### config.mk
export PLATFORM = sky130hd
export DESIGN_NAME = ext_pipe
export DESIGN_NICKNAME = d
export VERILOG_FILES = /design/src/rtl/ext_pipe.sv
export SDC_FILE = /design/constraint.sdc
export NUM_CORES = 1
export LEC_CHECK = 0
export BUFFER_PORTS_ARGS = -buffer_cell sky130_fd_sc_hd__buf_4
export CAP_MARGIN = 20
export CELL_PAD_IN_SITES_DETAIL_PLACEMENT = 0
export CELL_PAD_IN_SITES_GLOBAL_PLACEMENT = 1
export CORE_ASPECT_RATIO = 0.6
export CORE_MARGIN = 4
export CORE_UTILIZATION = 41
export DETAILED_ROUTE_END_ITERATION = 12
export PLACE_DENSITY = 0.79
export REMOVE_ABC_BUFFERS = 1
export SYNTH_ARGS = -nofsm -noshare
export SYNTH_HDL_FRONTEND = slang
export SYNTH_SLANG_ARGS = --single-unit
### constraint.sdc
create_clock -name clk -period 2.2 [get_ports clk]
set_input_delay 0.33 -clock clk [delete_from_list [all_inputs] [get_ports clk]]
set_output_delay 0.33 -clock clk [all_outputs]
set_load 0.02 [all_outputs]
### src/rtl/ext_pipe.sv
// Registered immediate extender for the ID/EX boundary: valid/ready stage with a
// 2-entry skid buffer, synchronous flush and a sticky reserved-opcode flag.
module ext_pipe #(
  parameter int DATA_W = 32,
  parameter int IMM_W  = 16,
  parameter int JT_W   = 26,
  parameter int SH_LO  = 6,
  parameter int SH_W   = 5,
  parameter int TAG_W  = 8
) (
  input  logic              clk,
  input  logic              rst_n,
  input  logic              flush,
  input  logic              in_valid,
  output logic              in_ready,
  input  logic [JT_W-1:0]   in_field,
  input  logic [2:0]        in_op,
  input  logic [DATA_W-1:0] in_pc,
  input  logic [TAG_W-1:0]  in_tag,
  output logic              out_valid,
  input  logic              out_ready,
  output logic [DATA_W-1:0] out_data,
  output logic [TAG_W-1:0]  out_tag,
  output logic              illegal_op
);

  localparam logic [2:0] OP_ZERO   = 3'b000;
  localparam logic [2:0] OP_SIGN   = 3'b001;
  localparam logic [2:0] OP_LUI    = 3'b010;
  localparam logic [2:0] OP_SHAMT  = 3'b011;
  localparam logic [2:0] OP_BRANCH = 3'b100;
  localparam logic [2:0] OP_JUMP   = 3'b101;

  // Reserved opcodes fall into the default arm and produce zero.
  function automatic logic [DATA_W-1:0] extend_f(
    input logic [JT_W-1:0]   field,
    input logic [2:0]        op,
    input logic [DATA_W-1:0] pc
  );
    logic [IMM_W-1:0]  imm;
    logic [DATA_W-1:0] sx;
    logic [DATA_W-1:0] hi_mask;
    logic [DATA_W-1:0] res;
    imm     = field[IMM_W-1:0];
    sx      = DATA_W'(signed'(imm));
    hi_mask = ~((DATA_W'(1'b1) << (JT_W + 2)) - DATA_W'(1'b1));
    case (op)
      OP_ZERO:   res = DATA_W'(imm);
      OP_SIGN:   res = sx;
      OP_LUI:    res = DATA_W'(imm) << (DATA_W - IMM_W);
      OP_SHAMT:  res = DATA_W'(field[SH_LO +: SH_W]);
      OP_BRANCH: res = sx << 2;
      OP_JUMP:   res = (pc & hi_mask) | (DATA_W'(field) << 2);
      default:   res = {DATA_W{1'b0}};
    endcase
    return res;
  endfunction

  logic              m_valid_q, m_valid_d;
  logic [DATA_W-1:0] m_data_q,  m_data_d;
  logic [TAG_W-1:0]  m_tag_q,   m_tag_d;
  logic              s_valid_q, s_valid_d;
  logic [DATA_W-1:0] s_data_q,  s_data_d;
  logic [TAG_W-1:0]  s_tag_q,   s_tag_d;
  logic              illegal_q, illegal_d;

  logic              accept_s;
  logic              pop_s;
  logic [DATA_W-1:0] ext_data_s;

  assign in_ready   = !s_valid_q;
  assign accept_s   = in_valid && in_ready;
  assign pop_s      = m_valid_q && out_ready;
  assign ext_data_s = extend_f(in_field, in_op, in_pc);

  assign out_valid  = m_valid_q;
  assign out_data   = m_data_q;
  assign out_tag    = m_tag_q;
  assign illegal_op = illegal_q;

  // Next-state for main/skid entries and the sticky illegal flag.
  always_comb begin
    m_valid_d = m_valid_q;
    m_data_d  = m_data_q;
    m_tag_d   = m_tag_q;
    s_valid_d = s_valid_q;
    s_data_d  = s_data_q;
    s_tag_d   = s_tag_q;
    illegal_d = illegal_q;

    if (flush) begin
      // Data fields hold; only the valid bits are dropped.
      m_valid_d = 1'b0;
      s_valid_d = 1'b0;
    end else begin
      if (accept_s && (in_op[2:1] == 2'b11)) begin
        illegal_d = 1'b1;
      end else begin
        illegal_d = illegal_q;
      end

      if (!m_valid_q) begin
        if (accept_s) begin
          m_valid_d = 1'b1;
          m_data_d  = ext_data_s;
          m_tag_d   = in_tag;
        end else begin
          m_valid_d = 1'b0;
        end
      end else if (pop_s) begin
        if (s_valid_q) begin
          m_data_d  = s_data_q;
          m_tag_d   = s_tag_q;
          s_valid_d = 1'b0;
        end else if (accept_s) begin
          m_data_d  = ext_data_s;
          m_tag_d   = in_tag;
        end else begin
          m_valid_d = 1'b0;
        end
      end else begin
        if (accept_s) begin
          s_valid_d = 1'b1;
          s_data_d  = ext_data_s;
          s_tag_d   = in_tag;
        end else begin
          s_valid_d = s_valid_q;
        end
      end
    end
  end

  // State registers; everything including the sticky flag clears on reset.
  always_ff @(posedge clk or negedge rst_n) begin
    if (!rst_n) begin
      m_valid_q <= 1'b0;
      m_data_q  <= {DATA_W{1'b0}};
      m_tag_q   <= {TAG_W{1'b0}};
      s_valid_q <= 1'b0;
      s_data_q  <= {DATA_W{1'b0}};
      s_tag_q   <= {TAG_W{1'b0}};
      illegal_q <= 1'b0;
    end else begin
      m_valid_q <= m_valid_d;
      m_data_q  <= m_data_d;
      m_tag_q   <= m_tag_d;
      s_valid_q <= s_valid_d;
      s_data_q  <= s_data_d;
      s_tag_q   <= s_tag_d;
      illegal_q <= illegal_d;
    end
  end

endmodule

==> flow_metrics.env <==
export IMPL_status="finished clean"
export IMPL_synth_xor_area_share=0
export IMPL_period_share=0.870
export IMPL_port_buffers=88
export IMPL_cts_resized=0
export IMPL_crit_chain="mux2_1 -> and3_1 -> o221a_2"
export IMPL_p_leak_nw=2.65
export IMPL_cts_hold_buf=1
export IMPL_stdcell_area_mm2=0.00531
export IMPL_rows=28
export IMPL_antenna_found_initial=0
export IMPL_synthSimpleGateAreaFrac=0.0907
export IMPL_clockBufferDepth=2
export IMPL_grt_start_max_net_pins=34
export IMPL_cts_sinks=83
export IMPL_synth_fa_ha_area_frac=0
export IMPL_drt_iter0_markers=159
export IMPL_fin_tns_setup_ns=0
export IMPL_worst_setup_path_type="flop to flop"
export IMPL_synth_compound_area_frac=0.151
export IMPL_clkLatencyLatePin_ns=0.34
export IMPL_holdCritPathClass="primary input to flop"
export IMPL_path_max_fanout=23
export IMPL_synth_seq_cells=83
export IMPL_tightest_slew_ns=1.01
export IMPL_grt_use_total=0.187
export IMPL_synth_edff_count=0
export IMPL_cts_tree="built"
export IMPL_wl_mm=11.1
export IMPL_antenna_left=0
export IMPL_fp_dieH_um=86.7
export IMPL_setup_viol=0
export IMPL_dp_hpwl_mm=7.60
export IMPL_gp_congestion=0.811
export IMPL_synth_most_common_cell="dfrtp_1"
export IMPL_diodes=0
export IMPL_fin_worst_skew_ns=0.00468
export IMPL_start_util=0.426
export IMPL_die_w_um=139
export IMPL_max_freq_mhz=523
export IMPL_grt_pass1_vias=3257
export IMPL_timing_final_crit_period_ns=1.91
export IMPL_ys_seq_area_frac=0.491
export IMPL_hold_start="out_ready"
export IMPL_syn_area_mm2=0.00423
export IMPL_max_vdd_ir_drop_uv=419
export IMPL_rsz0062_at_grt="false"
export IMPL_muxShareOfSynthArea=0.195
export IMPL_synthCells=365
export IMPL_vias_per_cell=5.45
export IMPL_routedWlPerCell_um=19.0
export IMPL_numCtsBuffers=9
export IMPL_layout_drive_gt1_share=0.414
export IMPL_critPathMaxStageDelay_ns=0.82
export IMPL_yosys_cell_types_count=35
export IMPL_cp_required_ns=2.48
export IMPL_cts_root_buffer="clkbuf_16"
export IMPL_synth_ff_type="dfrtp_1"
export IMPL_clk_pin_slew_ns=0.06
export IMPL_h_tree_depth=3
export IMPL_drtPass1Iterations=4
export IMPL_cp_arrival_ns=2.19
export IMPL_finalHoldViolations=0
export IMPL_vias=3174
export IMPL_final_util=0.534
export IMPL_cap_violations=0
export IMPL_setup_worst_path_start="s_valid_q"
export IMPL_crit_path_end_kind="flop"
export IMPL_placed_cell_area_mm2=0.00499
export IMPL_slew_viol_final=0
export IMPL_cts_setup_buffers=0
export IMPL_slew_headroom=0.325
export IMPL_synth_async_reset_ratio=1.00
export IMPL_dieArea_mm2=0.0121
export IMPL_drc=0
export IMPL_grt_overflow=0
export IMPL_synth_area_leaders="dfrtp_1, mux2_4, mux2i_1"
export IMPL_synthTopCellsByCount="dfrtp_1, inv_1, mux2i_1, nor2_1, a221oi_1"
export IMPL_yosysTopAreaCellShare=0.491
export IMPL_synth_avg_cell_area_um2=11.6
export IMPL_critical_path_top_delay_family="simple AND/OR/NAND/NOR gates"
export IMPL_pin_count=117
export IMPL_grt_pass1_wl_mm=17.8
export IMPL_power_density_mw_per_mm2=919
export IMPL_timing_rr_start="s_valid_q"
export IMPL_crit_path_top_delay_cell="and3_1"
export IMPL_start_kind="flop"
export IMPL_ys_warn_count=0
export IMPL_core_mm2=0.00995
export IMPL_area_delta_synth_final_pct=25.4
export IMPL_synth_top_area_cell="dfrtp_1"
export IMPL_synth_top_family_by_area="multiplexers"
export IMPL_path_buf_inv=0
export IMPL_layout_nets=516
power breakdown:
group          switching (mW)  total (mW)  internal [mW]
combinational           0.585        1.22          0.636
sequential              0.218        2.10           1.88
clock                   0.636        1.56          0.922
total                    1.44        4.88           3.44
path summary, 6_finish.rpt:
check / cells after the start / to / slack [ns]
worst min-delay path: 2 / s_valid_q / 0.20
worst max register to register: 3 / out_data[11] / 0.29
max in group asynchronous: 3 / s_tag_q[0] / 1.11
min in group asynchronous: 2 / out_data[13] / 0.47
worst min register to register: 1 / illegal_op / 0.50
worst max-delay path: 3 / out_data[11] / 0.29
cell usage in the layout (no fill, tap or decap), drive strengths merged, types with 2 or more instances in the layout:
cell / instances
and4b: 2
nand2: 5
or3: 2
a2bb2oi: 8
o22ai: 11
or2: 15
clkinv: 2
o21ai: 2
buf: 97
nand2b: 3
clkbuf: 10
a21oi: 4
o221a: 15
nor2: 31
dfrtp: 83
inv: 39
nor4bb: 2
mux2: 38
a221oi: 30
mux2i: 31
nor2b: 2
a211oi: 3
logic make-up (layout without fill, tap and decap cells):
kind of cell           after synthesis  in the layout
multiplexers                        69             69
flip-flops                          83             83
buffers and inverters               69            151
AO/OA/AOI/OAI                       75             75
AND/OR/NAND/NOR                     69             69
state kept, by name, summed over array words and instances (netlist names):
name	count
out_data	32
s_data_q	32
out_tag	8
s_tag_q	8
illegal_op	1
out_valid	1
s_valid_q	1
cell type report:
type	instances	area, µm²
clock buffers	10	239
flip-flops and latches	83	2080
well taps	135	169
inverters	37	139
clock inverters	6	71.3
multi-input cells	213	1850
fillers	880	4640
repair buffers	98	763
metal layers:
| metal | vias up | GRT usage | share of wire |
|---|---|---|---|
| met1 | 1595 | 0.280 | 0.51 |
| met3 | 10 | 0.0452 | 0.052 |
| met2 | 96 | 0.271 | 0.43 |
| met5 | - | 0 | 0 |
| met4 | 0 | 0.0515 | 0.0082 |
| li1 | 1473 | - | - |
worst reg2reg max path, delay by kind of cell (launching register included):
kind | cells | cell delay, ns
AND/OR/NAND/NOR | 1 | 0.82
flip-flops | 1 | 0.45
AO/OA/AOI/OAI | 1 | 0.33
multiplexers | 1 | 0.26
through the flow:
| step | cells | worst slack [ns] | hold WS, ns | total power [mW] |
|---|---|---|---|---|
| floorplan | 333 | -0.275 | 0.0344 | 2.79 |
| global placement | 565 | 0.188 | 0.295 | 3.30 |
| detailed placement | 565 | 0.0831 | 0.295 | 3.34 |
| CTS | 582 | 0.263 | 0.185 | 4.93 |
| global route | 582 | 0.185 | 0.197 | 5.14 |
| finish | 582 | 0.287 | 0.197 | 4.88 |
Note: power is estimated with default switching activity, not from simulation.
